`config.mk`:
```
export PLATFORM = sky130hd
export DESIGN_NAME = mux_n_reg
export DESIGN_NICKNAME = d
export VERILOG_FILES = /design/src/rtl/mux_n_reg.sv
export SDC_FILE = /design/constraint.sdc
export NUM_CORES = 1
export LEC_CHECK = 0
export BUFFER_PORTS_ARGS = -buffer_cell sky130_fd_sc_hd__buf_2
export CAP_MARGIN = 0
export CORE_MARGIN = 4
export CORE_UTILIZATION = 44
export DETAILED_ROUTE_END_ITERATION = 7
export PLACE_DENSITY = 0.79
export SKIP_CTS_REPAIR_TIMING = 1
export SLEW_MARGIN = 20
export SYNTH_ARGS = -nofsm -noshare
export SYNTH_HDL_FRONTEND = slang
export SYNTH_SLANG_ARGS = --single-unit
```
`constraint.sdc`:
```
create_clock -name clk -period 1.8 [get_ports clk]
set_clock_uncertainty 0.05 [all_clocks]
set_input_delay 0.27 -clock clk [delete_from_list [all_inputs] [get_ports clk]]
set_output_delay 0.27 -clock clk [all_outputs]
set_load 0.005 [all_outputs]
```
`src/rtl/mux_n_reg.sv`:
```
// Registered N-to-1 datapath select with valid/hold handshake.
// Out-of-range selects leave dout untouched, drop out_valid, and are
// recorded in a sticky flag plus a saturating counter.
module mux_n_reg #(
  parameter int unsigned WIDTH  = 16,
  parameter int unsigned NUM_IN = 3,
  parameter int unsigned SEL_W  = 2,
  parameter int unsigned CNT_W  = 8
) (
  input  logic                     clk,
  input  logic                     reset,
  input  logic [NUM_IN*WIDTH-1:0]  din,
  input  logic [SEL_W-1:0]         sel,
  input  logic                     in_valid,
  input  logic                     hold,
  input  logic                     clr_err,
  output logic [WIDTH-1:0]         dout,
  output logic                     out_valid,
  output logic                     sel_err,
  output logic [CNT_W-1:0]         err_cnt
);

  localparam int unsigned SEL_SPAN = 1 << SEL_W;
  localparam logic [CNT_W-1:0] CNT_MAX = '1;

  // Parameter legality is checked at elaboration.
  if (NUM_IN < 2 || NUM_IN > 16) begin : g_bad_num_in
    $error("mux_n_reg: NUM_IN must be in 2..16");
  end
  if (SEL_SPAN < NUM_IN) begin : g_bad_sel_w
    $error("mux_n_reg: SEL_W too narrow for NUM_IN");
  end

  logic [WIDTH-1:0] r_dout;
  logic             r_out_valid;
  logic             r_sel_err;
  logic [CNT_W-1:0] r_err_cnt;

  logic [WIDTH-1:0] w_sel_data;
  logic             w_in_range;
  logic             w_accept;
  logic             w_err_evt;
  logic             w_cnt_sat;

  // A full select space has no out-of-range codes; avoid a constant compare.
  if (NUM_IN == SEL_SPAN) begin : g_full_span
    assign w_in_range = 1'b1;
  end else begin : g_partial_span
    localparam logic [SEL_W:0] NUM_IN_L = (SEL_W+1)'(NUM_IN);
    assign w_in_range = ({1'b0, sel} < NUM_IN_L);
  end

  // Select the addressed slice; out-of-range codes fall through to zero and are never loaded.
  always_comb begin
    w_sel_data = '0;
    for (int k = 0; k < int'(NUM_IN); k++) begin
      if (sel == SEL_W'(k)) begin
        w_sel_data = din[k*WIDTH +: WIDTH];
      end
    end
  end

  // A request is consumed only when not stalled.
  assign w_accept  = in_valid & ~hold;
  assign w_err_evt = w_accept & ~w_in_range;
  assign w_cnt_sat = (r_err_cnt == CNT_MAX);

  // Output data register and valid pulse; both freeze under hold.
  always_ff @(posedge clk or posedge reset) begin
    if (reset) begin
      r_dout      <= '0;
      r_out_valid <= 1'b0;
    end else if (!hold) begin
      if (in_valid && w_in_range) begin
        r_dout      <= w_sel_data;
        r_out_valid <= 1'b1;
      end else begin
        r_out_valid <= 1'b0;
      end
    end
  end

  // Sticky error flag; a fresh error beats a same-cycle clear.
  always_ff @(posedge clk or posedge reset) begin
    if (reset) begin
      r_sel_err <= 1'b0;
    end else if (w_err_evt) begin
      r_sel_err <= 1'b1;
    end else if (clr_err) begin
      r_sel_err <= 1'b0;
    end
  end

  // Saturating error counter; clear plus new error restarts at one.
  always_ff @(posedge clk or posedge reset) begin
    if (reset) begin
      r_err_cnt <= '0;
    end else if (clr_err) begin
      r_err_cnt <= w_err_evt ? CNT_W'(1) : '0;
    end else if (w_err_evt && !w_cnt_sat) begin
      r_err_cnt <= r_err_cnt + CNT_W'(1);
    end
  end

  assign dout      = r_dout;
  assign out_valid = r_out_valid;
  assign sel_err   = r_sel_err;
  assign err_cnt   = r_err_cnt;

endmodule

```
==> flow_metrics.tcl, run 1 <==
set metrics [dict create \
    crit_path_end "err_cnt[1]" \
    worst_setup_path_end_kind "flop" \
    root_buffer "clkbuf_4" \
    combinationalPowerShare_pct 22.7 \
    die_y_um 65.8 \
    clk_pin_slew_ps 140 \
    synth_area_per_cell_um2 9.17 \
    synth.top_cell.area_share_pct 44.3 \
    setup-tns-final_ps 0 \
    synth-compound-area-share_pct 15.9 \
    dp_slack_ps 132 \
    reg2reg_setup_slack_ps 190 \
    min_path_type "in -> reg" \
    num_io_pins 81 \
    fin_util_pct 61.6 \
    synth_cells 160 \
    ys_seq_area_share_pct 44.3 \
    synthFlopType "dfrtp_1" \
    crit_arrival_ps 1780 \
    clockBufferDepth 2 \
    cts_sinks 26 \
    clockPowerShare_pct 22.9 \
    outcome "finished, final reports clean" \
    synth_area_leader_cell "dfrtp_1" \
    synth_top_family_by_area "simple AND/OR/NAND/NOR gates" \
    worstMarginPinSlew_ps 984 \
    setup_viol 0 \
    nets 295 \
    async_reset_ff_share_pct 100 \
    start_util_pct 46.9 \
    slew_viol_final 0 \
    nFillCells 302 \
    hpwl_mm 2.76 \
    antenna_cells 0 \
    drcViolationCount 0 \
    rsz0062_at_grt "no" \
    die_w_um 65.8 \
    ir_drop_mv 0.307 \
    synth.area.mux_share_pct 11.6 \
    synth-seq-cells 26 \
    viasPerCell 4.89 \
    worstRegToRegCells 5 \
    powerDensity_nw_per_um2 648 \
    leakage_uw 0.00107 \
    drtPass1Iterations 4 \
    synth-simple-area-share_pct 19.5 \
    htree_levels 1 \
    synth_nets 216 \
    synth_warnings 0 \
    fin_crit_sh_pct 89.5 \
    critical_path_class "reg -> reg" \
    antenna_found_initial 0 \
    rr_endpoint "err_cnt[1]" \
    cp.required_ps 1970 \
    finalWeightedCongestion 0.781 \
    dr_total_vias 1378 \
    cp-startpoint "err_cnt[0]" \
    fmax_ghz 0.621 \
    grt_pass1_vias 1412 \
    drive_gt1_share_pct 38.2 \
    antenna_left 0 \
    syn2layout_area_growth_pct 31.3 \
    finalHoldViolCount 0 \
    switching_share_pct 26.9 \
    synth_xor_area_share_pct 2.39 \
    drt_iter0_markers 60 \
    num_rows 20 \
    synth-edff-count 0 \
    dieArea_um2 4320 \
    portBuffers 80 \
    synth_area_um2 1470 \
    grt_max_degree 34 \
    cp-start-kind "flop" \
    routedWlPerCell_um 11.7 \
    overflow 0 \
    cts_inserted_buffers 3 \
    timing.rr.start "err_cnt[0]" \
    power.switching_uw 335 \
    clk_latency_ps 310 \
    synthAdderAreaFrac_pct 0.853 \
    cts_tree "yes" \
    grtUsageTotal_pct 17.1 \
    synthTopCellsByArea "dfrtp_1, mux2i_1, a21oi_1" \
    relSlewSlack_pct 34.3 \
    yosysUniqueCellTypes 28 \
    crit_fanout 6 \
    fin_crit_ps 1610 \
    coreArea_um2 3130 \
    seq_power_share_pct 54.4 \
    drv_cap 0 \
    wirelength_mm 3.30 \
    p_int_uw 913 \
    grt_pass1_wl_mm 5.96 \
    setup_ws_ps 190 \
]
-- cell usage in the layout (no fill, tap or decap), drive strengths merged, types with 3 or more instances in the layout --
cell type / n
buf: 84
xor2: 4
o211ai: 4
dfrtp: 26
o21ai: 18
mux2i: 17
nand3: 3
nand2: 21
a21oi: 16
nor2: 21
clkbuf: 4
-- power by group through the flow --
stage	logic (uW)	registers (uW)	clock network, uW
2_1_floorplan	138	695	0
3_3_place_gp	285	688	0
3_5_place_dp	289	690	0
4_1_cts	289	680	298
5_1_grt	330	688	329
6_report	284	679	286
-- metrics by stage --
stage	cell area, um^2	hold slack, ps	total power (uW)	std cells
after floorplan	1470	260	833	160
after global placement	1880	289	973	277
after detailed placement	1880	288	980	277
after CTS	1920	-70.7	1270	281
after global routing	1930	144	1350	282
final	1930	152	1250	282
-- layout make-up --
cell class                 count  area (um^2)  area share, %
tap                           44         55.1           2.86
inverter                       2         7.51          0.390
clock buffer                   4         36.3           1.88
multi-input combinational    121          737           38.2
sequential                    26          651           33.8
timing repair buffer          85          440           22.9
-- cell families (layout without fill, tap and decap cells) --
kind of cell | count (synthesis) | in the layout
AO/OA/AOI/OAI | 42 | 42
adder cells (fa/ha/maj) | 1 | 1
buffers and inverters | 13 | 91
XOR/XNOR | 4 | 4
AND/OR/NAND/NOR | 57 | 57
multiplexers | 17 | 17
flip-flops | 26 | 26
-- worst max-delay path: stages, from the launching register on --
cell     delay, ps
dfrtp_1        440
ha_1           230
nand4_1        220
o21ai_1        310
mux2i_1        220
nor2_1          50
-- layer usage --
layer	wire length (um)	vias up	GRT usage, %	part of all wire [%]
li1	-	717	-	-
met1	1370	611	20.9	41
met2	1680	48	31.3	51
met3	235	2	2.39	7.1
met4	13	0	3.89	0.39
met5	0	-	0	0
-- flip-flops by register name (all words and copies together) (netlist names) --
name,cells
dout,16
err_cnt,8
out_valid,1
sel_err,1
-- how the worst min path moves through the flow --
stage	end	cells after the start	start
after floorplan	dout[0]	1	reset
after global routing	out_valid	3	hold
after CTS	err_cnt[6]	3	reset
after detailed placement	err_cnt[6]	3	reset
after global placement	dout[2]	3	reset
final	out_valid	3	hold
-- synth_stat cells (3+ instances only) --
cell type  count
mux2i_1       17
nor2_1        21
dfrtp_1       26
nand2_1       21
a21oi_1       16
nand3_1        3
clkbuf_1       3
o211ai_1       4
buf_2          3
o21ai_0       16
xor2_1         4
buf_6          3
(Power assumes the default switching activity.)
==> run 2: changes to the inputs <==
--- a/config.mk
+++ b/config.mk
@@ -8,9 +8,9 @@
 export BUFFER_PORTS_ARGS = -buffer_cell sky130_fd_sc_hd__buf_2
 export CAP_MARGIN = 0
 export CORE_MARGIN = 4
-export CORE_UTILIZATION = 44
+export CORE_UTILIZATION = 45
 export DETAILED_ROUTE_END_ITERATION = 7
-export PLACE_DENSITY = 0.79
+export PLACE_DENSITY = 0.81
 export SKIP_CTS_REPAIR_TIMING = 1
 export SLEW_MARGIN = 20
 export SYNTH_ARGS = -nofsm -noshare
==> constraint.sdc (replaced) <==
create_clock -name clk -period 2 [get_ports clk]
set_clock_uncertainty 0.05 [all_clocks]
set_input_delay 0.3 -clock clk [delete_from_list [all_inputs] [get_ports clk]]
set_output_delay 0.3 -clock clk [all_outputs]
set_load 0.005 [all_outputs]
==> run 2 against run 1 <==
Against the previous run: via count is 3.0% higher; final area is 0.71% lower; critical path depth stayed put; critical path type unchanged; critical endpoint unchanged; die area is 2.0% lower.
==> flow_metrics.tcl, run 2 (synthesis results as in run 1) <==
set metrics [dict create \
    outcome "finished, final reports clean" \
    timing.rr.start "err_cnt[0]" \
    clk_latency_ps 310 \
    cp.required_ps 2160 \
    setup_viol 0 \
    reg2reg_setup_slack_ps 350 \
    crit_path_end "err_cnt[1]" \
    stdcell_area_um2 1910 \
    critical_path_class "reg -> reg" \
    setup-tns-final_ps 0 \
    rsz0062_at_grt "no" \
    drt_iter0_markers 49 \
    hpwl_mm 2.84 \
    die_w_um 65.1 \
    num_rows 20 \
    start_util_pct 47.7 \
    wirelength_mm 3.45 \
    dr_total_vias 1420 \
    overflow 0 \
    grt_pass1_vias 1404 \
    worstRegToRegCells 5 \
    htree_levels 1 \
    routedWlPerCell_um 12.3 \
    min_path_type "in -> reg" \
    cts_tree "yes" \
    final_common_cell "buf_2" \
    dieArea_um2 4240 \
    fin_crit_sh_pct 82.3 \
    cts_inserted_buffers 3 \
    die_y_um 65.1 \
    nets 295 \
    fin_util_pct 62.2 \
    crit_fanout 6 \
    worst_setup_path_end_kind "flop" \
    grt_pass1_wl_mm 5.99 \
    cp-startpoint "err_cnt[0]" \
    power_uw 1080 \
    rr_endpoint "err_cnt[1]" \
    root_buffer "clkbuf_4" \
    grtUsageTotal_pct 17.7 \
    powerDensity_nw_per_um2 563 \
    grt_max_degree 34 \
    portBuffers 80 \
    cts_sinks 26 \
    finalWeightedCongestion 0.840 \
    placed_area_um2 1880 \
    worstMarginPinSlew_ps 1040 \
    hold_depth 3 \
    antenna_found_initial 0 \
    crit_arrival_ps 1810 \
    fin_crit_ps 1650 \
    fmax_ghz 0.607 \
    antenna_left 0 \
    clk_pin_slew_ps 130 \
    viasPerCell 5.05 \
    syn2layout_area_growth_pct 30.3 \
    cp-start-kind "flop" \
    drive_gt1_share_pct 38.0 \
    clockBufferDepth 2 \
    slew_viol_final 0 \
    relSlewSlack_pct 30.8 \
    leakage_uw 0.00106 \
    final_cells 281 \
    coreArea_um2 3080 \
    drtPass1Iterations 4 \
    dp_cells 277 \
    drv_cap 0 \
    largest_register_ffs 16 \
    drcViolationCount 0 \
    final_cell_mix "buf_2, dfrtp_1, nand2_1, nor2_1, mux2i_1" \
    ir_drop_mv 0.345 \
    finalHoldViolCount 0 \
    num_io_pins 81 \
    antenna_cells 0 \
]
-- run 2: worst min path at each step --
stage | from | to | slack, ps
6_report | hold | out_valid | 180
2_1_floorplan | reset | dout[0] | 290
5_1_grt | hold | out_valid | 190
3_5_place_dp | reset | err_cnt[5] | 320
3_3_place_gp | reset | err_cnt[7] | 320
4_1_cts | reset | err_cnt[5] | -40
-- run 2: layout make-up --
| class | count | area [um^2] |
|---|---|---|
| fill | 289 | 1160 |
| sequential | 26 | 651 |
| tap | 44 | 55.1 |
| clock buffer | 3 | 22.5 |
| inverter | 2 | 7.51 |
| multi-input combinational | 121 | 737 |
| timing repair buffer | 85 | 440 |
-- run 2: stage by stage --
stage                     hold slack (ps)  worst slack [ps]
final                                 184               354
after global routing                  186               255
after CTS                           -37.9               369
after detailed placement              323               260
after global placement                315               319
after floorplan                       290               553
-- run 2: routing by layer --
layer | part of all wire, % | vias to the layer above | track usage, %
met3 | 8.2 | 6 | 5.13
met1 | 41 | 645 | 21.1
met5 | 0 | - | 0
met4 | 1.4 | 0 | 5.70
li1 | - | 711 | -
met2 | 49 | 58 | 30.7
-- run 2: critical path, cell delays in order (launching register included) --
cell and delay, ps:
dfrtp_1 450, ha_1 240, nand4_1 200, o21ai_1 310
mux2i_1 240, nor2_1 60
-- run 2: power breakdown --
part / internal (uW) / switching [uW]
clock network: 70.4 / 139
logic: 130 / 125
registers: 581 / 33.1
total: 781 / 297
